File: config.mk
export PLATFORM = sky130hd
export DESIGN_NAME = hazard_ctrl
export DESIGN_NICKNAME = d
export VERILOG_FILES = /design/src/rtl/hazard_ctrl.sv
export SDC_FILE = /design/constraint.sdc
export NUM_CORES = 1
export LEC_CHECK = 0
export CAP_MARGIN = 20
export CORE_ASPECT_RATIO = 1.2
export CORE_MARGIN = 3
export CORE_UTILIZATION = 40
export DETAILED_ROUTE_END_ITERATION = 12
export GPL_ROUTABILITY_DRIVEN = 0
export PLACE_DENSITY_LB_ADDON = 0.2
export REMOVE_ABC_BUFFERS = 1
export SLEW_MARGIN = 20
export SYNTH_ARGS = -nofsm -noshare
export SYNTH_HDL_FRONTEND = slang
export SYNTH_SLANG_ARGS = --single-unit
File: constraint.sdc
create_clock -name i_clk -period 2.1 [get_ports i_clk]
set_input_delay 0.315 -clock i_clk [delete_from_list [all_inputs] [get_ports i_clk]]
set_output_delay 0.315 -clock i_clk [all_outputs]
set_load 0.05 [all_outputs]
File: src/rtl/hazard_ctrl.sv
// hazard_ctrl: load-use / taken-branch / mult-div sequencing for the 5-stage core; stall and flush are combinational (0 cycles); optional HZ_STALL_CNT_EN stall counter.
// Backpressure: a stall drops pc_write/ifid_write and bubbles ID/EX until the hazard clears; a flush overrides a stall.
module hazard_ctrl #(
  parameter int REG_AW  = 5,
  parameter int MUL_CYC = 4,
  parameter int DIV_CYC = 32
) (
  input  logic              i_clk,
  input  logic              i_rst_n,
  input  logic [REG_AW-1:0] i_hz_id_rs,
  input  logic [REG_AW-1:0] i_hz_id_rt,
  input  logic              i_hz_id_uses_rt,
  input  logic [REG_AW-1:0] i_hz_ex_rt,
  input  logic              i_hz_ex_memread,
  input  logic              i_hz_br_taken,
  input  logic              i_hz_md_start,
  input  logic              i_hz_md_div,
  input  logic              i_hz_id_reads_hilo,
  output logic              o_hz_pc_write,
  output logic              o_hz_ifid_write,
  output logic              o_hz_bubble,
  output logic              o_hz_flush,
  output logic              o_hz_md_go,
  output logic              o_hz_md_busy,
  output logic              o_hz_md_done
`ifdef HZ_STALL_CNT_EN
  ,
  output logic [15:0]       o_hz_stall_cnt
`endif
);

  localparam int CW = $clog2(DIV_CYC + 1);
  localparam logic [CW-1:0] MUL_LD  = CW'(MUL_CYC - 1);
  localparam logic [CW-1:0] DIV_LD  = CW'(DIV_CYC - 1);
  localparam logic [CW-1:0] CNT_ONE = CW'(1);

  typedef enum logic [1:0] {
    MD_IDLE = 2'd0,
    MD_BUSY = 2'd1,
    MD_DONE = 2'd2
  } md_state_t;

  md_state_t       state_q, state_d;
  logic [CW-1:0]   cnt_q, cnt_d;
  logic            load_use;
  logic            md_hold;
  logic            stall;
  logic            launch;

  // Register 0 is hardwired to zero, so a load into it never creates a dependency.
  always_comb begin
    load_use = i_hz_ex_memread && (i_hz_ex_rt != '0) &&
               ((i_hz_ex_rt == i_hz_id_rs) ||
                (i_hz_id_uses_rt && (i_hz_ex_rt == i_hz_id_rt)));
    md_hold  = (state_q != MD_IDLE) && (i_hz_id_reads_hilo || i_hz_md_start);
    stall    = load_use || md_hold;
  end

  always_comb begin
    o_hz_pc_write   = 1'b1;
    o_hz_ifid_write = 1'b1;
    o_hz_bubble     = 1'b0;
    o_hz_flush      = 1'b0;
    if (i_hz_br_taken) begin
      o_hz_flush = 1'b1;
    end else if (stall) begin
      o_hz_pc_write   = 1'b0;
      o_hz_ifid_write = 1'b0;
      o_hz_bubble     = 1'b1;
    end
  end

  // The counter is loaded with latency-1 so that md_done lands exactly latency cycles after md_go.
  always_comb begin
    state_d = state_q;
    cnt_d   = cnt_q;
    launch  = 1'b0;
    case (state_q)
      MD_IDLE: begin
        if (i_hz_md_start && !stall && !i_hz_br_taken) begin
          launch  = 1'b1;
          cnt_d   = i_hz_md_div ? DIV_LD : MUL_LD;
          state_d = MD_BUSY;
        end
      end
      MD_BUSY: begin
        cnt_d = cnt_q - CNT_ONE;
        if (cnt_q == CNT_ONE) begin
          state_d = MD_DONE;
        end
      end
      MD_DONE: begin
        state_d = MD_IDLE;
      end
      default: begin
        state_d = MD_IDLE;
        cnt_d   = '0;
      end
    endcase
  end

  always_ff @(posedge i_clk or negedge i_rst_n) begin
    if (!i_rst_n) begin
      state_q <= MD_IDLE;
      cnt_q   <= '0;
    end else begin
      state_q <= state_d;
      cnt_q   <= cnt_d;
    end
  end

  // Launch is masked while reset is held so no pulse escapes during reset.
  assign o_hz_md_go   = launch && i_rst_n;
  assign o_hz_md_busy = (state_q != MD_IDLE);
  assign o_hz_md_done = (state_q == MD_DONE);

`ifdef HZ_STALL_CNT_EN
  logic [15:0] stall_cnt_q;

  always_ff @(posedge i_clk or negedge i_rst_n) begin
    if (!i_rst_n) begin
      stall_cnt_q <= '0;
    end else if (stall && !i_hz_br_taken && (stall_cnt_q != 16'hFFFF)) begin
      stall_cnt_q <= stall_cnt_q + 16'd1;
    end
  end

  assign o_hz_stall_cnt = stall_cnt_q;
`endif

endmodule
==> results of run 1 <==
[kinds of logic after synthesis]
| family | Yosys count |
|---|---|
| and+or+nand+nor | 26 |
| AOI/OAI and AO/OA | 20 |
| xor gates and xnor gates | 11 |
| DFF | 8 |
| buffers and inverters | 7 |
| muxes | 2 |
| adders and majority gates | 2 |
[worst max-delay path, stage by stage]
cell           delay (ns)
dlygate4sd2_1        0.24
xor2_1               0.15
nor4_2               0.14
a32oi_1              0.16
or2_4                0.29
a21o_4               0.24
buf_12               0.15
[cell usage in the layout (no fill, tap or decap), types with 2 or more instances in the layout]
cell type,n
a21oi_1,3
and3_1,2
buf_12,4
buf_4,15
clkbuf_2,5
clkbuf_4,3
clkdlybuf4s50_1,8
dfrtp_1,8
dlygate4sd2_1,8
ha_1,2
inv_1,5
nand2_1,3
nand2b_1,2
nand3_1,2
nor2_1,5
nor3_1,3
nor3b_1,2
o211ai_1,2
o21ai_0,5
xnor2_1,2
xor2_1,8
[layer usage]
metal / part of all wire (%) / global-route usage [%] / wire length [um] / up-vias
met3: 7.0 / 3.23 / 129 / 9
met4: 4.7 / 14.1 / 87 / 0
met1: 35 / 17.1 / 651 / 340
li1: - / - / - / 361
met5: 0 / 0 / 0 / -
met2: 53 / 31.8 / 986 / 37
[registers in the layout, indices dropped and copies added (netlist names)]
register  count
cnt_q         6
state_q       2
[worst min path at each step]
stage	slack (ns)	from	end
global route	0.43	i_rst_n	cnt_q[0]$_DFFE_PN0P_
floorplan	0.02	i_rst_n	cnt_q[0]$_DFFE_PN0P_
finish	0.41	i_rst_n	state_q[0]$_DFFE_PN0P_
global placement	0.52	cnt_q[4]$_DFFE_PN0P_	cnt_q[4]$_DFFE_PN0P_
detailed placement	0.54	cnt_q[4]$_DFFE_PN0P_	cnt_q[4]$_DFFE_PN0P_
CTS	0.41	i_rst_n	state_q[0]$_DFFE_PN0P_
[layout make-up]
class / count / area [um2] / area share [%]
clock buffer: 3 / 22.5 / 2.03
timing repair buffer: 43 / 397 / 35.8
sequential: 8 / 200 / 18.1
inverter: 5 / 18.8 / 1.69
tap: 17 / 21.3 / 1.92
multi-input combinational: 61 / 449 / 40.5
[stage by stage]
stage / std cells / power, mW
6_report: 137 / 1.08
3_3_place_gp: 127 / 0.940
3_5_place_dp: 127 / 0.956
2_1_floorplan: 74 / 0.711
5_1_grt: 137 / 1.16
4_1_cts: 137 / 1.08
[repair_timing]
action                                  in CTS  in global routing
endpoints found under the setup margin       5                  4
buffers inserted                             7                  0
resized for setup                           23                 16
pin swaps                                    8                  8
[power by group through the flow]
stage | clock network [mW] | logic, mW | registers, mW
2_1_floorplan | 0 | 0.427 | 0.284
3_3_place_gp | 0 | 0.637 | 0.303
3_5_place_dp | 0 | 0.651 | 0.305
4_1_cts | 0.125 | 0.656 | 0.302
5_1_grt | 0.131 | 0.719 | 0.314
6_report | 0.120 | 0.662 | 0.303
==> results.json, run 1 <==
{
  "ir_drop_uv": 411,
  "yosys.cell_count.top_type": "xor2_1",
  "p_per_area_nw_per_um2": 979,
  "filler_cell_count": 130,
  "finalWirelength_um": 1850,
  "antenna_cells": 0,
  "synth_compound_area_share_pct": 19.8,
  "seq_power_share_pct": 27.9,
  "synth_top_area_share_pct": 30.4,
  "hold_path.class": "input port to asynchronous set/reset pin",
  "cap_violations": 0,
  "nets": 147,
  "slew_headroom_pct": 65.9,
  "grt_max_degree": 10,
  "synthArstFlopShare_pct": 100,
  "status": "complete, no violations",
  "dp_hpwl_um": 1420,
  "cts.sinks": 8,
  "cts_tree": "built",
  "dr.pass1.iters": 4,
  "ys_top_cells_by_area": "dfrtp_1 (30%), xor2_1 (12%), ha_1 (3.8%)",
  "syn_inst": 76,
  "wire_per_inst_um": 13.5,
  "slew_viol_final": 0,
  "detail_route.vias_per_cell": 5.45,
  "route.detailed.drc": 0,
  "synthSimpleGateAreaFrac_pct": 23.0,
  "path_clk_slew_ns": 0.06,
  "grt_pass1_vias": 739,
  "fin_worst_skew_ns": 0.00691,
  "track_usage_pct": 17.7,
  "pwr-share-comb_pct": 61.0,
  "avgSynthCellArea_um2": 8.66,
  "crit_type": "input port to output port",
  "ys_ff_latch": 8,
  "synth_top_family_by_area": "simple AND/OR/NAND/NOR gates",
  "synth_adder_area_share_pct": 3.80,
  "r2r-end": "cnt_q[4]$_DFFE_PN0P_",
  "dieHeight_um": 50.4,
  "cp.arrival_ns": 1.69,
  "fp.coreArea_um2": 1500,
  "initial_core_util_pct": 43.8,
  "fin_ws_ns": 0.0992,
  "setup.worst_path.end": "o_hz_ifid_write",
  "synth_commonest_cells": "xor2_1 (9), dfrtp_1 (8), inv_1 (5), nor2_1 (5), o21ai_0 (5)",
  "row_count": 15,
  "drive_above_1_share_pct": 30.8,
  "timing.rr.start": "cnt_q[0]$_DFFE_PN0P_",
  "critPathMaxFanout": 4,
  "final_area_um2": 1110,
  "clkLatencyLatePin_ns": 0.26,
  "dr_total_vias": 747,
  "power.switching_mw": 0.487,
  "utilization_pct": 73.8,
  "synth_area_um2": 658,
  "reg2reg_depth": 6,
  "die_w_um": 43.0,
  "cts.path.max_buffers": 2,
  "intPower_mw": 0.598,
  "dr.first_iter.drc_count": 18,
  "drtAntennaViolNets": 0,
  "yosys.area.top_type": "dfrtp_1",
  "dp_slack_ns": -0.325,
  "layout_min_cycle_time_ns": 2.00,
  "synth_flop_cell": "dfrtp_1",
  "numCtsBuffers": 3,
  "antenna_found_initial": 0,
  "clock.fmax_ghz": 0.500,
  "timing.final.crit_share_pct": 95.3,
  "netSwitchingFraction_pct": 44.9,
  "finalSetupViolCount": 0,
  "start_kind": "input port",
  "worstPathRequired_ns": 1.78,
  "synth_mux_area_share_pct": 3.23,
  "synthToLayoutAreaGrowth_pct": 68.4,
  "seq_area_frac_synth_pct": 30.4,
  "timing.setup.tns_ns": 0,
  "postCtsHoldBufs": 0,
  "placed_area_um2": 1040,
  "grt.overflow.total": 0,
  "cts_root_buf": "clkbuf_4",
  "p_clk_share_pct": 11.1,
  "yosysWarningCount": 0,
  "holdWs_ns": 0.410,
  "synth_cell_type_count": 34,
  "htreeDepth": 1,
  "synthXorXnorAreaFrac_pct": 14.6,
  "pin_count": 30,
  "worstMarginPinSlew_ns": 0.514,
  "rrSetupSlack_ns": 0.60,
  "synth_edf_count": 0,
  "hold_viol": 0,
  "dieArea_um2": 2170,
  "p_leak_nw": 0.525,
  "rsz0062_at_grt": "no",
  "startpoint": "i_hz_id_rt[4]",
  "grt_pass1_wl_um": 2840,
  "numPortBuffers": 29,
  "endpoint_kind": "output port"
}
No activity file was read; power rests on OpenSTA's default activity.
==> run 2, diff against run 1 <==
--- a/config.mk
+++ b/config.mk
@@ -9,8 +9,10 @@
 export CORE_ASPECT_RATIO = 1.2
 export CORE_MARGIN = 3
 export CORE_UTILIZATION = 40
+export CTS_CLUSTER_DIAMETER = 80
 export DETAILED_ROUTE_END_ITERATION = 12
 export GPL_ROUTABILITY_DRIVEN = 0
+export HOLD_SLACK_MARGIN = 0.06
 export PLACE_DENSITY_LB_ADDON = 0.2
 export REMOVE_ABC_BUFFERS = 1
 export SLEW_MARGIN = 20
==> results of run 2 <==
The final DEF is identical to that of run 1; final timing and power are the same.
